===== src/rtl/counter_arb_pkg.sv =====
// Shared types and constants for the counter arbiter slice.
`timescale 1ns/1ps
package counter_arb_pkg;

  localparam int unsigned WIDTH_DEFAULT = 4;

  typedef enum logic [1:0] {
    IDLE,
    RUN,
    DONE
  } state_t;

  // Round-robin pick between two requesters: ptr names the favoured one.
  function automatic logic pick(input logic [1:0] req, input logic ptr);
    return req[ptr] ? ptr : ~ptr;
  endfunction

endpackage


===== src/rtl/load_counter.sv =====
// Shared interval counter: synchronous clear-to-zero and increment enable.
`timescale 1ns/1ps
module load_counter
  import counter_arb_pkg::*;
#(
  parameter int unsigned WIDTH = WIDTH_DEFAULT
) (
  input  logic             clk,
  input  logic             reset,
  input  logic             clr,
  input  logic             en,
  output logic [WIDTH-1:0] count
);

  always_ff @(posedge clk or negedge reset) begin
    if (!reset) begin
      count <= '0;
    end else if (clr) begin
      count <= '0;
    end else if (en) begin
      count <= count + 1'b1;
    end
  end

endmodule


===== src/rtl/counter_arbiter.sv =====
// Two-requester round-robin arbiter granting a shared counter for len+1 cycles.
`timescale 1ns/1ps
module counter_arbiter
  import counter_arb_pkg::*;
#(
  parameter int unsigned WIDTH = WIDTH_DEFAULT
) (
  input  logic             clk,
  input  logic             reset,
  input  logic [1:0]       req,
  input  logic [WIDTH-1:0] len0,
  input  logic [WIDTH-1:0] len1,
  output logic [1:0]       gnt,
  output logic             busy,
  output logic [WIDTH-1:0] count,
  output logic [1:0]       done
);

  state_t           state, state_d;
  logic             ptr, ptr_d;
  logic [WIDTH-1:0] len_lat, len_d;
  logic [1:0]       gnt_d, done_d;
  logic             clr, en;
  logic             owner, win;

  // gnt is one-hot while in RUN, so its upper bit names the owner.
  assign owner = gnt[1];
  assign win   = pick(req, ptr);

  always_comb begin
    state_d = state;
    ptr_d   = ptr;
    len_d   = len_lat;
    gnt_d   = '0;
    done_d  = '0;
    clr     = 1'b0;
    en      = 1'b0;
    unique case (state)
      IDLE: begin
        if (req != '0) begin
          state_d    = RUN;
          gnt_d[win] = 1'b1;
          clr        = 1'b1;
          len_d      = win ? len1 : len0;
        end
      end
      RUN: begin
        // Abort takes precedence over completion on the final count.
        if (!req[owner]) begin
          state_d = IDLE;
          ptr_d   = ~owner;
        end else if (count == len_lat) begin
          state_d       = DONE;
          done_d[owner] = 1'b1;
          ptr_d         = ~owner;
        end else begin
          gnt_d[owner] = 1'b1;
          en           = 1'b1;
        end
      end
      DONE: begin
        state_d = IDLE;
      end
      default: begin
        state_d = IDLE;
      end
    endcase
  end

  always_ff @(posedge clk or negedge reset) begin
    if (!reset) begin
      state   <= IDLE;
      ptr     <= 1'b0;
      len_lat <= '0;
      gnt     <= '0;
      done    <= '0;
      busy    <= 1'b0;
    end else begin
      state   <= state_d;
      ptr     <= ptr_d;
      len_lat <= len_d;
      gnt     <= gnt_d;
      done    <= done_d;
      busy    <= (state_d == RUN);
    end
  end

  load_counter #(
    .WIDTH(WIDTH)
  ) u_cnt (
    .clk  (clk),
    .reset(reset),
    .clr  (clr),
    .en   (en),
    .count(count)
  );

endmodule


===== config.mk =====
export PLATFORM = sky130hd
export DESIGN_NAME = counter_arbiter
export DESIGN_NICKNAME = d
export VERILOG_FILES = /design/src/rtl/counter_arb_pkg.sv /design/src/rtl/load_counter.sv /design/src/rtl/counter_arbiter.sv
export SDC_FILE = /design/constraint.sdc
export NUM_CORES = 1
export LEC_CHECK = 0
export ABC_AREA = 1
export BUFFER_PORTS_ARGS = -buffer_cell sky130_fd_sc_hd__buf_2
export CORE_UTILIZATION = 55
export DETAILED_ROUTE_END_ITERATION = 12
export HOLD_SLACK_MARGIN = 0.02
export MAX_ROUTING_LAYER = met4
export PLACE_DENSITY = 0.86
export SLEW_MARGIN = 20
export SYNTH_ARGS = -nofsm -noshare
export SYNTH_HDL_FRONTEND = slang
export SYNTH_SLANG_ARGS = --single-unit

===== constraint.sdc =====
create_clock -name clk -period 3 [get_ports clk]
set_input_delay 0.15 -clock clk [delete_from_list [all_inputs] [get_ports clk]]
set_output_delay 0.15 -clock clk [all_outputs]
set_load 0.02 [all_outputs]

==> results of run 1 <==
[sequential cells by signal (all words and copies together), names as in the netlist]
register,count
busy,1
done,2
gnt,2
len_lat,4
ptr,1
state,2
u_cnt.count,4
[final timing paths]
| check | to | slack (ps) |
|---|---|---|
| worst max-delay path | len_lat[0] | 1700 |
| min in group asynchronous | u_cnt.count[3] | 290 |
| worst max register to register | len_lat[0] | 1700 |
| worst min-delay path | len_lat[1] | 60 |
| worst min register to register | ptr | 520 |
| max in group asynchronous | busy | 2460 |
[layout by cell type, fill, tap and decap left out, types with 2 or more instances in the layout]
| cell type | Yosys | layout |
|---|---|---|
| nand2_2 | 7 | 7 |
| nand3_1 | 8 | 8 |
| buf_2 | 0 | 20 |
| nand4_1 | 3 | 3 |
| nand2_1 | 30 | 30 |
| nand3_2 | 4 | 4 |
| o22ai_2 | 2 | 2 |
| nor2_4 | 2 | 2 |
| o21ai_2 | 2 | 2 |
| clkbuf_4 | 0 | 3 |
| dfrtp_1 | 16 | 16 |
| xor2_1 | 2 | 2 |
| inv_1 | 12 | 12 |
| inv_2 | 3 | 3 |
| nor2_1 | 5 | 5 |
[per-layer routing]
layer,vias up,wire [um],global-route usage [%]
met5,-,0,-
met4,0,40,13.1
met3,5,63,3.88
met2,14,806,36.0
met1,333,767,30.8
li1,368,-,-
[worst min-delay path: stages]
cell and delay, ps:
buf_2 70, nand2_1 40, nand3_1 50
[metrics by stage]
stage | hold slack [ps] | total power, uW
3_5_place_dp | 76.5 | 888
6_report | 58.6 | 1030
3_3_place_gp | 76.6 | 865
2_1_floorplan | -146 | 778
4_1_cts | 55.3 | 1040
5_1_grt | 80.3 | 1120
[cell type report]
| class | instances | area, um2 |
|---|---|---|
| Clock buffer | 4 | 36.3 |
| Timing Repair Buffer | 21 | 110 |
| Inverter | 15 | 56.3 |
| Multi-Input combinational cell | 70 | 425 |
| Sequential cell | 16 | 400 |
| Tap cell | 16 | 20.0 |
| Fill cell | 130 | 458 |
[power by group]
group	switching (uW)	leakage (uW)	total [uW]	internal (uW)
Clock	71.7	0.0000210	146	74.1
Sequential	67.1	0.000207	358	291
Combinational	341	0.000355	523	182
[timing repair]
action,CTS,global route
hold buffers,1,0
setup buffers,0,0
endpoints found under the hold margin,16,0
endpoints found under the setup margin,0,0
[kinds of logic (layout without fill, tap and decap cells)]
group,count (synthesis),in the layout,share of synthesized area [%]
compound gates,5,5,5.34
xor+xnor,2,2,1.97
fa+ha+maj,1,1,1.41
buf+inv,16,40,7.17
flops,16,16,45.0
simple gates,62,62,39.1
==> flow_summary.json, run 1 <==
{
  "syn_area_um2": 890,
  "io_pins": 21,
  "start_util_pct": 59.1,
  "synth_common_cells": "nand2_1 (30), dfrtp_1 (16), inv_1 (12)",
  "clock_skew_ps": 6.25,
  "routedWlPerCell_um": 11.8,
  "crit_slowest_cell": "dfrtp_1",
  "fin_util_pct": 69.6,
  "hp-start": "len1[1]",
  "final_nets": 140,
  "setup_ws_ps": 1700,
  "critPathCaptureType": "flip-flop",
  "ys_warn_count": 0,
  "ys_seq_area_share_pct": 45.0,
  "post-route-period-util_pct": 43.3,
  "netlist_instances": 102,
  "cpLargestDelayFamily": "simple AND/OR/NAND/NOR gates",
  "setup_viol": 0,
  "hold_violations": 0,
  "power.density_mw_per_mm2": 980,
  "syn_avg_cell_area_um2": 8.72,
  "r2r-start": "state[1]",
  "routed_via_density": 5.07,
  "max-slew-margin-rel_pct": 51.3,
  "peakVddDrop_uv": 566,
  "ant_nets": 0,
  "critical_path_required_ps": 3230,
  "worstRegToRegCells": 5,
  "syn_to_final_growth_pct": 17.9,
  "synth_edf_count": 0,
  "synth_top_area_share_pct": 45.0,
  "critPathMaxStageDelay_ps": 400,
  "cap_violations": 0,
  "fin_crit_ps": 1300,
  "pre_cts_ws_ps": 1580,
  "grt_pass1_wl_mm": 3.04,
  "ys_types": 19,
  "drt_first_pass_iters": 4,
  "critical_path_depth": 5,
  "antenna_found_initial": 0,
  "drv_slew": 0,
  "status": "finished clean",
  "htree_levels": 1,
  "grt_start_max_net_pins": 18,
  "die_y_um": 42.2,
  "synth.largest_area_cell": "dfrtp_1",
  "cts_tree": "built",
  "vias": 720,
  "post_route_cells_drive_above_1_share_pct": 37.3,
  "die-area_mm2": 0.00178,
  "grt_pass1_vias": 715,
  "fmax_mhz": 769,
  "synth.most_common_cell": "nand2_1",
  "setup.worst_path.start": "state[1]",
  "whs_path_depth": 3,
  "critPathMostFrequentCell": "nor2_1",
  "worstSetupStartpointType": "flip-flop",
  "cts_resized": 0,
  "cts.sinks": 16,
  "critical_path_class": "flip-flop to flip-flop",
  "clk_latency_ps": 300,
  "netlist_top_cells_area": "dfrtp_1 (45%), nand2_1 (13%), inv_1 (5.1%)",
  "dp_hpwl_mm": 1.28,
  "io_buffers": 20,
  "design.core.area_mm2": 0.00151,
  "die_width_um": 42.2,
  "dpl-instance-area_mm2": 0.00100,
  "cts_root_buf": "clkbuf_4",
  "cts_buffers": 3,
  "fin_area_mm2": 0.00105,
  "path_max_fanout": 17,
  "cts_buffer_depth": 2,
  "synth_async_sr_flop_share_pct": 100,
  "drc": 0,
  "diodes": 0,
  "gp_congestion": 0.842,
  "syn-num-nets": 115,
  "grt_setup_unrepaired": "false",
  "hold_path_class": "input port to flip-flop",
  "ys_ff_latch": 16,
  "worstPathCellList": "nor2_1 -> o21ai_2 -> nor2_1 -> nand2_1 -> nand3_1",
  "grt_overflow": 0,
  "placed_cells_incl_taps": 137,
  "clk_pin_slew_ps": 100,
  "synthFlopType": "dfrtp_1",
  "cp.arrival_ps": 1530,
  "track_usage_pct": 23.9,
  "rows": 14,
  "drt_wl_total_mm": 1.68,
  "leakage_uw": 0.000582,
  "cp_num_buf_inv": 0,
  "fin_cells": 142,
  "tightest_slew_ps": 730,
  "setup_tns_ps": 0,
  "dr.first_iter.drc_count": 17
}
(Power assumes the default switching activity.)
==> inputs of run 2 (changes only) <==
--- a/config.mk
+++ b/config.mk
@@ -7,11 +7,12 @@
 export LEC_CHECK = 0
 export ABC_AREA = 1
 export BUFFER_PORTS_ARGS = -buffer_cell sky130_fd_sc_hd__buf_2
-export CORE_UTILIZATION = 55
+export CORE_ASPECT_RATIO = 1.4
+export CORE_UTILIZATION = 46
 export DETAILED_ROUTE_END_ITERATION = 12
 export HOLD_SLACK_MARGIN = 0.02
 export MAX_ROUTING_LAYER = met4
-export PLACE_DENSITY = 0.86
+export PLACE_DENSITY = 0.78
 export SLEW_MARGIN = 20
 export SYNTH_ARGS = -nofsm -noshare
 export SYNTH_HDL_FRONTEND = slang
==> constraint.sdc (replaced) <==
create_clock -name clk -period 1.1 [get_ports clk]
set_input_delay 0.055 -clock clk [delete_from_list [all_inputs] [get_ports clk]]
set_output_delay 0.055 -clock clk [all_outputs]
set_load 0.02 [all_outputs]
==> run 2 against run 1 <==
Net effect:
- the flow now finishes with violations (negative setup slack)
- flip-flop and latch count unchanged
- first-iteration DRC count down 53%
- wire length up 34%
- count of clock-buffer cells in the layout unchanged
- non-clock buffer count up 30
- cell count up 24%
- clock skew down 2.2 ps
- utilization up 6.8 points
- register-to-register slack worse by 1800 ps
- fmax up 8.4%
- sequential power rose to 2.7 times the previous value
- hold slack better by 140 ps
- highest routed layer unchanged
==> flow_summary.json, run 2 (synthesis results as in run 1) <==
{
  "combPwrFrac_pct": 60.9,
  "io_buffers": 20,
  "rows": 18,
  "io_pins": 21,
  "die_width_um": 39.2,
  "fin_util_pct": 76.4,
  "p_int_uw": 1920,
  "clk_latency_ps": 280,
  "routed_via_density": 4.82,
  "diodes": 0,
  "final_nets": 170,
  "grt_pass1_vias": 824,
  "setup_viol": 12,
  "switching_share_pct": 44.4,
  "post-route-period-util_pct": 109,
  "pre_cts_ws_ps": -100,
  "cts_buffer_depth": 2,
  "htree_levels": 1,
  "routedWlPerCell_um": 12.8,
  "critical_path_required_ps": 1280,
  "track_usage_pct": 24.9,
  "final_cell_mix": "nand2_1 (26), buf_4 (23), buf_2 (17)",
  "nFillCells": 123,
  "p_switching_uw": 1540,
  "clk_pin_slew_ps": 100,
  "post_route_cells_drive_above_1_share_pct": 53.8,
  "power.density_mw_per_mm2": 2550,
  "grt_overflow": 0,
  "critPathCaptureType": "flip-flop",
  "die_y_um": 54.0,
  "grt_pass1_wl_mm": 3.48,
  "grt_start_max_net_pins": 17,
  "leakage_uw": 0.000720,
  "drt_first_pass_iters": 4,
  "vias": 848,
  "cts_buffers": 3,
  "fmax_mhz": 834,
  "drv_slew": 0,
  "gp_congestion": 0.827,
  "final_common_cell": "nand2_1",
  "cts.sinks": 16,
  "cp.arrival_ps": 1380,
  "fin_crit_ps": 1200,
  "setup_tns_ps": -579,
  "hold_path_class": "input port to async pin",
  "power_frac_seq_pct": 27.9,
  "peakVddDrop_uv": 1670,
  "dr.first_iter.drc_count": 8,
  "violations": "negative setup slack",
  "die-area_mm2": 0.00212,
  "worstSetupStartpointType": "flip-flop",
  "drt_wl_total_mm": 2.25,
  "syn_to_final_growth_pct": 52.7,
  "cts_tree": "built",
  "setup_ws_ps": -98.6,
  "start_util_pct": 50.0,
  "cap_violations": 0,
  "ant_nets": 0,
  "status": "finished with violations",
  "power_frac_clock_pct": 11.1,
  "hold_violations": 0,
  "design.core.area_mm2": 0.00178,
  "dp_hpwl_mm": 1.52,
  "grt_setup_unrepaired": "true",
  "antenna_found_initial": 0,
  "path_max_fanout": 5,
  "drc": 0,
  "critical_path_class": "flip-flop to flip-flop",
  "max-slew-margin-rel_pct": 75.8,
  "cts_root_buf": "clkbuf_4",
  "clock_skew_ps": 4.09,
  "tightest_slew_ps": 363,
  "largestRegisters": "len_lat x4, u_cnt.count x4"
}
run 2: path summary, 6_finish.rpt:
path / from / endpoint / slack, ps / cells past startpoint
min reg2reg: ptr / ptr / 530 / 2
max reg2reg: u_cnt.count[0] / u_cnt.count[2] / -100 / 5
min: reset / done[1] / 200 / 2
max in group asynchronous: reset / u_cnt.count[1] / 610 / 2
max: u_cnt.count[0] / u_cnt.count[2] / -100 / 5
min in group clk: req[1] / gnt[0] / 250 / 5
run 2: per-stage QoR:
step	total power [uW]	instance area, um2	std cells	hold slack (ps)
after floorplan	2130	896	102	-241
after global placement	2670	1130	156	-19.9
after detailed placement	2760	1130	156	-15.6
after CTS	3270	1300	173	200
after global routing	3690	1360	176	242
final	3460	1360	176	201
run 2: what timing repair did:
item | in CTS | in global routing
endpoints found under the hold margin | 20 | 0
resized for setup | 5 | 12
setup buffers | 4 | 3
hold buffers | 9 | 0
pin swaps | 3 | 7
endpoints found under the setup margin | 15 | 18
run 2: critical path, cell delays in order (launching register included):
cell and delay, ps:
dfrtp_2 460, buf_4 160, ha_1 200, xor2_1 140, nand4_1 80, nand2_1 50
run 2: power groups by stage:
stage	Clock, uW	Combinational, uW	Sequential, uW
after floorplan	0	1070	1060
after global placement	0	1710	956
after detailed placement	0	1790	974
after CTS	387	1920	960
after global routing	426	2290	981
final	386	2110	967
run 2: per-layer routing:
layer  vias to the layer above  track usage (%)  wire [um]
met2                        18             43.1       1280
met5                         -                -          0
met3                         4             5.37         62
li1                        427                -          -
met1                       399             26.7        873
met4                         0             10.3         27
run 2: area by class of cell:
| type | count | area, um2 | share of cell area [%] |
|---|---|---|---|
| clock buffers | 4 | 36.3 | 2.67 |
| multi-input cells | 70 | 464 | 34.2 |
| repair buffers | 51 | 370 | 27.3 |
| well taps | 20 | 25.0 | 1.84 |
| inverters | 15 | 56.3 | 4.14 |
| flip-flops and latches | 16 | 407 | 29.9 |
